File: config.mk
export PLATFORM = sky130hd
export DESIGN_NAME = mux_arbiter
export DESIGN_NICKNAME = d
export VERILOG_FILES = /design/src/rtl/mux_arbiter.sv
export SDC_FILE = /design/constraint.sdc
export NUM_CORES = 1
export LEC_CHECK = 0
export ABC_AREA = 1
export CAP_MARGIN = 10
export CORE_AREA = 2 2 57 59
export DETAILED_ROUTE_END_ITERATION = 8
export DIE_AREA = 0 0 59 61
export HOLD_SLACK_MARGIN = 0.02
export PLACE_DENSITY = 0.74
export SKIP_LAST_GASP = 1
export SYNTH_ARGS = -nofsm -noshare
export SYNTH_HDL_FRONTEND = slang
export SYNTH_SLANG_ARGS = --single-unit
File: constraint.sdc
create_clock -name clock -period 4.11 [get_ports clock]
set_input_delay 0.822 -clock clock [delete_from_list [all_inputs] [get_ports clock]]
set_output_delay 0.822 -clock clock [all_outputs]
set_load 0.1 [all_outputs]
File: src/rtl/mux_arbiter.sv
// Round-robin arbiter for a shared, one-cycle registered multiplexer line.
// Drives the mux select (ctrl) and a one-hot grant. After every select change
// the line is held in GUARD for GUARD_CYCLES edges so the registered mux output
// has settled before the new owner sees valid. An owner keeps the line for at
// least min_hold+1 GRANT cycles before another requester may preempt it.
module mux_arbiter #(
    parameter int CTRL_BITS    = 2,
    parameter int NUM_REQ      = 4,
    parameter int HOLD_BITS    = 8,
    parameter int GUARD_CYCLES = 2
) (
    input  logic                 clock,
    input  logic                 reset_n,
    input  logic                 enable,
    input  logic [NUM_REQ-1:0]   req,
    input  logic [HOLD_BITS-1:0] min_hold,
    output logic [CTRL_BITS-1:0] ctrl,
    output logic [NUM_REQ-1:0]   grant,
    output logic                 valid,
    output logic                 busy
);

    // Select space may be wider than the requester count; pad the request
    // vector so a ctrl-width index always lands inside it.
    localparam int SEL_N   = 1 << CTRL_BITS;
    localparam int GUARD_W = $clog2(GUARD_CYCLES + 1);

    typedef enum logic [1:0] {
        ST_IDLE  = 2'd0,
        ST_GUARD = 2'd1,
        ST_GRANT = 2'd2
    } state_t;

    state_t                 state_reg,    state_next;
    logic [CTRL_BITS-1:0]   ctrl_reg,     ctrl_next;
    logic [NUM_REQ-1:0]     grant_reg,    grant_next;
    logic                   valid_reg,    valid_next;
    logic                   busy_reg,     busy_next;
    logic [HOLD_BITS-1:0]   hold_reg,     hold_next;
    logic [GUARD_W-1:0]     guard_reg,    guard_next;
    logic [CTRL_BITS-1:0]   last_idx_reg, last_idx_next;

    logic [NUM_REQ-1:0]     ctrl_onehot;
    logic [NUM_REQ-1:0]     own_mask;
    logic [SEL_N-1:0]       req_pad;
    logic                   owner_req;
    logic                   pick_found;
    logic [CTRL_BITS-1:0]   pick_idx;
    int                     cand_sum;

    // One-hot decode of the current select; doubles as the grant pattern.
    genvar gi;
    generate
        for (gi = 0; gi < NUM_REQ; gi++) begin : g_onehot
            assign ctrl_onehot[gi] = (ctrl_reg == CTRL_BITS'(gi));
        end
    endgenerate

    // Outside IDLE the current select is the owner (or owner-to-be) and is
    // excluded from the search, which also places it last in its own rotation.
    assign own_mask  = (state_reg == ST_IDLE) ? '0 : ctrl_onehot;
    assign owner_req = |(req & ctrl_onehot);

    // Candidate requests, zero-extended to the full select space.
    always_comb begin
        req_pad              = '0;
        req_pad[NUM_REQ-1:0] = req & ~own_mask;
    end

    // Round-robin search starting just after the last winner.
    always_comb begin
        pick_found = 1'b0;
        pick_idx   = '0;
        cand_sum   = 0;
        for (int k = 1; k <= NUM_REQ; k++) begin
            cand_sum = int'(last_idx_reg) + k;
            if (cand_sum >= NUM_REQ) begin
                cand_sum = cand_sum - NUM_REQ;
            end
            if (!pick_found && req_pad[CTRL_BITS'(cand_sum)]) begin
                pick_found = 1'b1;
                pick_idx   = CTRL_BITS'(cand_sum);
            end
        end
    end

    // Next-state and next-output logic for the IDLE/GUARD/GRANT controller.
    always_comb begin
        state_next    = state_reg;
        ctrl_next     = ctrl_reg;
        grant_next    = grant_reg;
        valid_next    = valid_reg;
        busy_next     = busy_reg;
        hold_next     = hold_reg;
        guard_next    = guard_reg;
        last_idx_next = last_idx_reg;

        case (state_reg)
            ST_IDLE: begin
                grant_next = '0;
                valid_next = 1'b0;
                busy_next  = 1'b0;
                if (enable && pick_found) begin
                    state_next    = ST_GUARD;
                    ctrl_next     = pick_idx;
                    last_idx_next = pick_idx;
                    guard_next    = GUARD_W'(GUARD_CYCLES);
                    busy_next     = 1'b1;
                end
            end

            ST_GUARD: begin
                grant_next = '0;
                valid_next = 1'b0;
                if (!owner_req || !enable) begin
                    // Pending owner vanished or arbitration disabled: abort.
                    if (enable && pick_found) begin
                        ctrl_next     = pick_idx;
                        last_idx_next = pick_idx;
                        guard_next    = GUARD_W'(GUARD_CYCLES);
                        busy_next     = 1'b1;
                    end else begin
                        state_next = ST_IDLE;
                        busy_next  = 1'b0;
                    end
                end else if (guard_reg == GUARD_W'(1)) begin
                    state_next = ST_GRANT;
                    grant_next = ctrl_onehot;
                    valid_next = 1'b1;
                    busy_next  = 1'b1;
                    hold_next  = min_hold;
                end else begin
                    guard_next = guard_reg - GUARD_W'(1);
                end
            end

            ST_GRANT: begin
                if (hold_reg != '0) begin
                    hold_next = hold_reg - HOLD_BITS'(1);
                end
                if (!owner_req || !enable || ((hold_reg == '0) && pick_found)) begin
                    // Release or preemption: the line is withdrawn at this edge.
                    grant_next = '0;
                    valid_next = 1'b0;
                    if (enable && pick_found) begin
                        state_next    = ST_GUARD;
                        ctrl_next     = pick_idx;
                        last_idx_next = pick_idx;
                        guard_next    = GUARD_W'(GUARD_CYCLES);
                        busy_next     = 1'b1;
                    end else begin
                        state_next = ST_IDLE;
                        busy_next  = 1'b0;
                    end
                end
            end

            default: begin
                state_next = ST_IDLE;
                grant_next = '0;
                valid_next = 1'b0;
                busy_next  = 1'b0;
            end
        endcase
    end

    // State and registered outputs; reset aborts any guard or grant at once.
    always_ff @(posedge clock or negedge reset_n) begin
        if (!reset_n) begin
            state_reg    <= ST_IDLE;
            ctrl_reg     <= '0;
            grant_reg    <= '0;
            valid_reg    <= 1'b0;
            busy_reg     <= 1'b0;
            hold_reg     <= '0;
            guard_reg    <= '0;
            last_idx_reg <= CTRL_BITS'(NUM_REQ - 1);
        end else begin
            state_reg    <= state_next;
            ctrl_reg     <= ctrl_next;
            grant_reg    <= grant_next;
            valid_reg    <= valid_next;
            busy_reg     <= busy_next;
            hold_reg     <= hold_next;
            guard_reg    <= guard_next;
            last_idx_reg <= last_idx_next;
        end
    end

    assign ctrl  = ctrl_reg;
    assign grant = grant_reg;
    assign valid = valid_reg;
    assign busy  = busy_reg;

endmodule
== Word level (Yosys, flattened, before mapping) ==
Index checks and enable logic that the tools add are counted.

* Add/subtract/negate cells: 10
* $lt $le $gt $ge: 8
* Equal/unequal tests: 15
* Muxes and demuxes: 62
* Bitwise logic cells: 3
* Reduce and logical (&&, ||, !) cells: 24

{| class="wikitable"
|+ Operators with widths
! kind !! number
|-
| 2-bit 2-to-1 mux || 23
|-
| 8-bit 2-to-1 mux || 3
|-
| 2-bit one-hot mux with 3 select lines || 4
|-
| 1-bit 2-to-1 mux || 20
|-
| 2-bit by 4-bit less-than comparator with 1-bit output (second input constant) || 4
|-
| 4-bit 2-to-1 mux || 4
|-
| 8-bit one-hot mux with 2 select lines || 1
|-
| 2-bit inequality test (second input constant) || 5
|-
| 2-bit by 1-bit subtractor with 2-bit output (second input constant) || 5
|-
| 3-bit greater-or-equal comparator (second input constant) || 3
|-
| 3-bit inequality test (second input constant) || 3
|-
| 4-bit AND || 2
|-
| 1-bit binary-select mux with 2-bit select || 4
|-
| 8-bit zero test || 1
|-
| 4-bit one-hot mux with 2 select lines || 1
|-
| 4-bit AND reduction || 2
|-
| 8-bit nonzero test || 1
|-
| 8-bit by 1-bit subtractor with 8-bit output (second input constant) || 1
|-
| 2-bit by 2-bit adder with 3-bit output (second input constant) || 2
|-
| 2-bit by 1-bit equality test with 1-bit output (second input constant) || 3
|-
| 2-bit equality test (second input constant) || 3
|-
| 3-bit AND reduction || 2
|-
| 1-bit logical AND || 5
|-
| 1-bit zero test || 5
|-
| 13 further kinds || 15
|}

* Flip-flop bits (word level): 22
* Input bits: 15
* Output and inout bits: 8
* Word-level logic and storage cells: 130

== Depth between registers and ports, before layout ==
* Depth in word-level cells: 21
* Mapped depth: 13
* Gate-level depth less buffers: 13

== Worst setup path before layout ==
OpenSTA, ideal clock, no wires.

* Kind: register to register
* Start point: register ctrl_reg[1] (netlist: ctrl[1])
* End point: register ctrl_reg[0] (netlist: ctrl[0])
* Setup time: 68 ps
* Data arrival time: 2213 ps
* Required time: 4042 ps
* Slack: 1829 ps
* Stages on the path, launching flop included: 13
* Path buffers: 0
* Clock period less this slack: 2281 ps
* Cells stage by stage: dfrtp_1 inv_1 nor2_2 nand2_1 nand3_2 nand2_2 o21ai_4 nand4_4 nand2_4 nand2_4 nand2_2 nand2_1 nand2_1

* Cells in the longest elaborated chain, start to end: 21
* Elaborated cells between the ends (all ways): 47
* Those cells by class: eq/ne: 5; mux: 25; bitwise: 3; reduce/logical: 14

{| class="wikitable"
|+ Ends and longest elaborated chain
! what !! line !! text
|-
| start, declared || 35 || <nowiki>logic [CTRL_BITS-1:0] ctrl_reg, ctrl_next;</nowiki>
|-
| start signal, assigned || 180 || <nowiki>ctrl_reg <= ctrl_next;</nowiki>
|-
| 2-bit by 1-bit equality test with 1-bit output (tied with other cells) || 55 || <nowiki>assign ctrl_onehot[gi] = (ctrl_reg == CTRL_BITS'(gi));</nowiki>
|-
| 4-bit 2-to-1 mux || 61 || <nowiki>assign own_mask = (state_reg == ST_IDLE) ? '0 : ctrl_onehot;</nowiki>
|-
| 4-bit inverter || 67 || <nowiki>req_pad[NUM_REQ-1:0] = req & ~own_mask;</nowiki>
|-
| 4-bit AND || 67 ||
|-
| 1-bit binary-select mux with 2-bit select || 80 || <nowiki>if (!pick_found && req_pad[CTRL_BITS'(cand_sum)]) begin</nowiki>
|-
| 1-bit 2-to-1 mux (implied by the code) (2 in series) || 80 ||
|-
| 1-bit 2-to-1 mux || 80 ||
|-
| 1-bit zero test || 80 ||
|-
| [... 4 more ...] || - ||
|-
| 1-bit 2-to-1 mux || 80 ||
|-
| 1-bit zero test || 80 ||
|-
| 1-bit logical AND || 80 ||
|-
| 1-bit 2-to-1 mux || 80 ||
|-
| 1-bit logical AND (on tied branches) || - ||
|-
| 2-bit 2-to-1 mux / 1-bit logical OR (equally long branches) || - ||
|-
| 2-bit 2-to-1 mux (tied with other cells) || 141 || <nowiki>if (!owner_req || !enable || ((hold_reg == '0) && pick_found)) begin</nowiki>
|-
| 2-bit one-hot mux with 3 select lines / 3-bit AND reduction (equally long branches) || - ||
|}

Parallel ways exist; a longest one is shown, timed or not. The select of a mux whose other input is x is not followed.
A chain may end at the register's enable or synchronous reset.

== Worst setup path after layout ==
* Start point: register ctrl_reg[0] (netlist: ctrl[0])
* End point: output ctrl[0]

{| class="wikitable"
|+ RTL lines
! what !! line !! text
|-
| end, declared || 17 || <nowiki>output logic [CTRL_BITS-1:0] ctrl,</nowiki>
|}

No word-level cell between the ends.

==> flow_summary.rst <==
.. list-table::
   :header-rows: 1

   * - Metric
     - Value
   * - Crit Path Category
     - reg -> out
   * - Flops & latches, synth
     - 22
   * - Sequential cell area fraction in the yosys report
     - 0.3820
   * - Count of placed standard cells in the final layout, fillers left out
     - 250
   * - Worst rel slew slack
     - 0.3412
   * - IR Drop Worst-Case VDD
     - 0.3829 mV
   * - Cell area after technology mapping
     - 1448 um2
   * - Startpoint class of the critical path
     - register
   * - Largest net degree at the start of global routing
     - 23
   * - Post-Synthesis Cells
     - 193
   * - Hold Path Origin
     - busy
   * - Number of buffers on the longest clock path
     - 2
   * - Initial antenna violation count
     - 0
   * - Final core utilization
     - 0.5822
   * - Fmax
     - 351.6 MHz
   * - Critical Path End Type
     - output pin
   * - Post-placement cell area
     - about 1700 um2
   * - Clock sink count
     - 22
   * - Largest cells by area after synthesis
     - sky130_fd_sc_hd__dfrtp_1 (35%), sky130_fd_sc_hd__nand2_1 (14%), sky130_fd_sc_hd__nand3_1 (9.0%)
   * - Worst-case register-to-register setup slack
     - a little over 2000 ps
   * - Worst-margin pin slew
     - ~990 ps
   * - Signal arrival time at the worst endpoint
     - 2020 ps
   * - Post-synthesis area per instance
     - 7.501 um2
   * - Ant diodes
     - 0
   * - Maxcap violations
     - 0
   * - Count of cells along the worst register-to-register path
     - 10
   * - Post-CTS clock slew at the launch and capture registers of the worst setup and hold paths
     - 110 ps
   * - Total Routed Length
     - 2999 um
   * - Worst-case setup slack after placement
     - 1549 ps
   * - Share of cells above drive strength 1
     - 0.1290
   * - Mean number of vias per cell
     - around 5.2
   * - Net count after synthesis
     - 210
   * - Required time worst endpoint
     - between 3000 and 4000 ps
   * - Post-route ant nets
     - 0
   * - Cell row count
     - 20
   * - Part of the cycle the worst path needs
     - 0.6919
   * - Buffer and inverter count on the worst path
     - 1
   * - Final setup violation count
     - 0
   * - Number of instances on the worst hold path
     - 2
   * - Placed wire-length estimate
     - ~2400 um
   * - Final Wtd Congestion
     - 0.8285
   * - Slack of the critical path
     - 1266 ps
   * - Area overhead of the layout relative to synthesis
     - 18.76%
   * - Sum of negative setup slack
     - 0 ps
   * - Hold Buf Count CTS
     - 0
   * - Count of buffers inserted at the top-level ports
     - 22
   * - Max-slew violations
     - 0
   * - Critical path's top delay family
     - buffers and inverters
   * - Floorplan die area
     - 3599 um2
   * - TritonRoute pass-1 iters
     - 4
   * - Leak
     - 0.8020 nW
   * - CTS buffer count
     - 3
   * - Number of setup buffers added after CTS
     - 0
   * - Number of synthesized flops with an enable pin
     - 0
   * - Cell area after layout
     - 1719 um2
   * - Core Region
     - 2953 um2
   * - Share of flip-flops with an asynchronous set or reset
     - 1.000
   * - Type of the worst min-delay path
     - reg -> reg
   * - GR Overflow Total
     - 0
   * - Crit-path cells
     - clkdlybuf4s50_1
   * - First-pass GRT wire length
     - 4968 um
   * - Max Fanout on Critical Path
     - 8
   * - Cell accounting for the most synthesized area
     - sky130_fd_sc_hd__dfrtp_1
   * - Initial standard-cell utilization of the core
     - 0.4903
   * - Number of placed cells counting well taps
     - ~250
   * - Top_reg_cell synth
     - sky130_fd_sc_hd__dfrtp_1
   * - Hold Path Sink
     - busy
   * - Number of global-route vias before repair
     - roughly 1200
   * - Max reg flops
     - 8
   * - Clock network latency to the later pin of the worst-skew pair
     - a little over 300 ps
   * - Final period demand of the worst path
     - 2844 ps
   * - Worst hold slack across all endpoints
     - around 510 ps
   * - Detailed router's first-iteration violation count
     - 53
   * - Capture point of the worst reg-to-reg path
     - hold_reg[7]
   * - Portion of synthesized cell area occupied by the leading cell type
     - 0.3457
   * - DRC
     - 0
   * - H-Tree Level Count
     - 1
   * - Clock tree root buffer cell
     - sky130_fd_sc_hd__clkbuf_4
   * - Number of ports placed on the die boundary
     - 23
   * - Die Y
     - 61 um
   * - X dimension of the die
     - 59 um
   * - Cell Pwr Density
     - 626.1 nW/um2
   * - Worst-path cell with the longest stage delay
     - sky130_fd_sc_hd__clkdlybuf4s50_1
   * - Post-route clock skew
     - roughly 10 ps
   * - Result of the run
     - complete, no violations
   * - Maximum single-stage delay on the critical path
     - 1200 ps
   * - Quantity of gates resized following cts
     - 0
   * - Number of warnings reported in the yosys synthesis log
     - 0
   * - Beginning of the critical path
     - ctrl[0]
   * - Post-layout nets
     - between 200 and 250
   * - Combined global-route utilization of all metal layers
     - 0.1786
   * - Final total power
     - 1.076 mW
   * - FF-to-FF Start
     - hold_reg[0]
   * - Final Hold Violating Endpoints
     - 0
   * - Unique cell type count in the Yosys netlist
     - 34
   * - Setup repair after global routing missed its margin
     - false
   * - Vias post-DR
     - 1310
   * - Final routed wire length divided by cell count
     - 12.00 um
   * - TritonCTS clock tree
     - done
==> cell families after synthesis <==
family | share of synthesized area
AOI/OAI and AO/OA | 0.1063
and+or+nand+nor | 0.4019
xor gates and xnor gates | 0.02420
buffers and inverters | 0.06827
adders and majority gates | 0.01728
DFF | 0.3820
==> cell usage after synthesis (all sizes together), types with 2 or more instances <==
| cell type | instances |
|---|---|
| a31oi | 4 |
| buf | 2 |
| dfrtp | 20 |
| dfstp | 2 |
| ha | 2 |
| inv | 21 |
| nand2 | 62 |
| nand3 | 28 |
| nand4 | 3 |
| nor2 | 17 |
| nor3 | 3 |
| o211ai | 2 |
| o21ai | 11 |
| o31ai | 4 |
| or2 | 4 |
| xor2 | 3 |
==> placed cells by master, fill, tap and decap left out, drive strengths merged <==
master | netlist | routed
o21ai | 11 | 11
a31oi | 4 | 4
dfrtp | 20 | 20
xor2 | 3 | 3
o211ai | 2 | 2
and2 | 1 | 1
clkdlybuf4s50 | 0 | 22
o31ai | 4 | 4
nor3 | 3 | 3
nand2 | 62 | 62
nand3 | 28 | 28
or2 | 4 | 4
a21oi | 1 | 1
clkinv | 1 | 1
nand4 | 3 | 3
ha | 2 | 2
nor2 | 17 | 17
xnor2 | 1 | 1
o221ai | 1 | 1
clkbuf | 0 | 4
inv | 21 | 21
dfstp | 2 | 2
==> how the worst max path moves through the flow <==
stage | endpoint | slack (ps) | cells past startpoint
2_1_floorplan | ctrl[0] | 1830 | 12
3_3_place_gp | ctrl[0] | 1640 | 1
3_5_place_dp | hold_reg[2] | 1550 | 9
4_1_cts | ctrl[0] | 1250 | 1
5_1_grt | ctrl[0] | 1210 | 1
6_report | ctrl[0] | 1270 | 1
==> layout make-up <==
class	count	area [um2]
flip-flops and latches	22	553.0
well taps	33	41.29
clock buffers	4	26.28
repair buffers	22	220.2
fillers	281	1234
multi-input cells	147	795.8
inverters	22	82.58
==> power by group <==
part	switching (mW)	internal [mW]	total, mW	leakage, nW
logic	0.423	0.198	0.622	0.523
clock network	0.0639	0.0379	0.102	0.0150
registers	0.0727	0.280	0.353	0.264
==> routing by layer <==
metal,vias to the layer above,wire length [um],global-route usage
li1,682,-,-
met3,5,87,0.03838
met2,22,1418,0.3063
met1,601,1468,0.2407
met5,-,0,0
met4,0,24,0.01948
(Power assumes the default switching activity.)
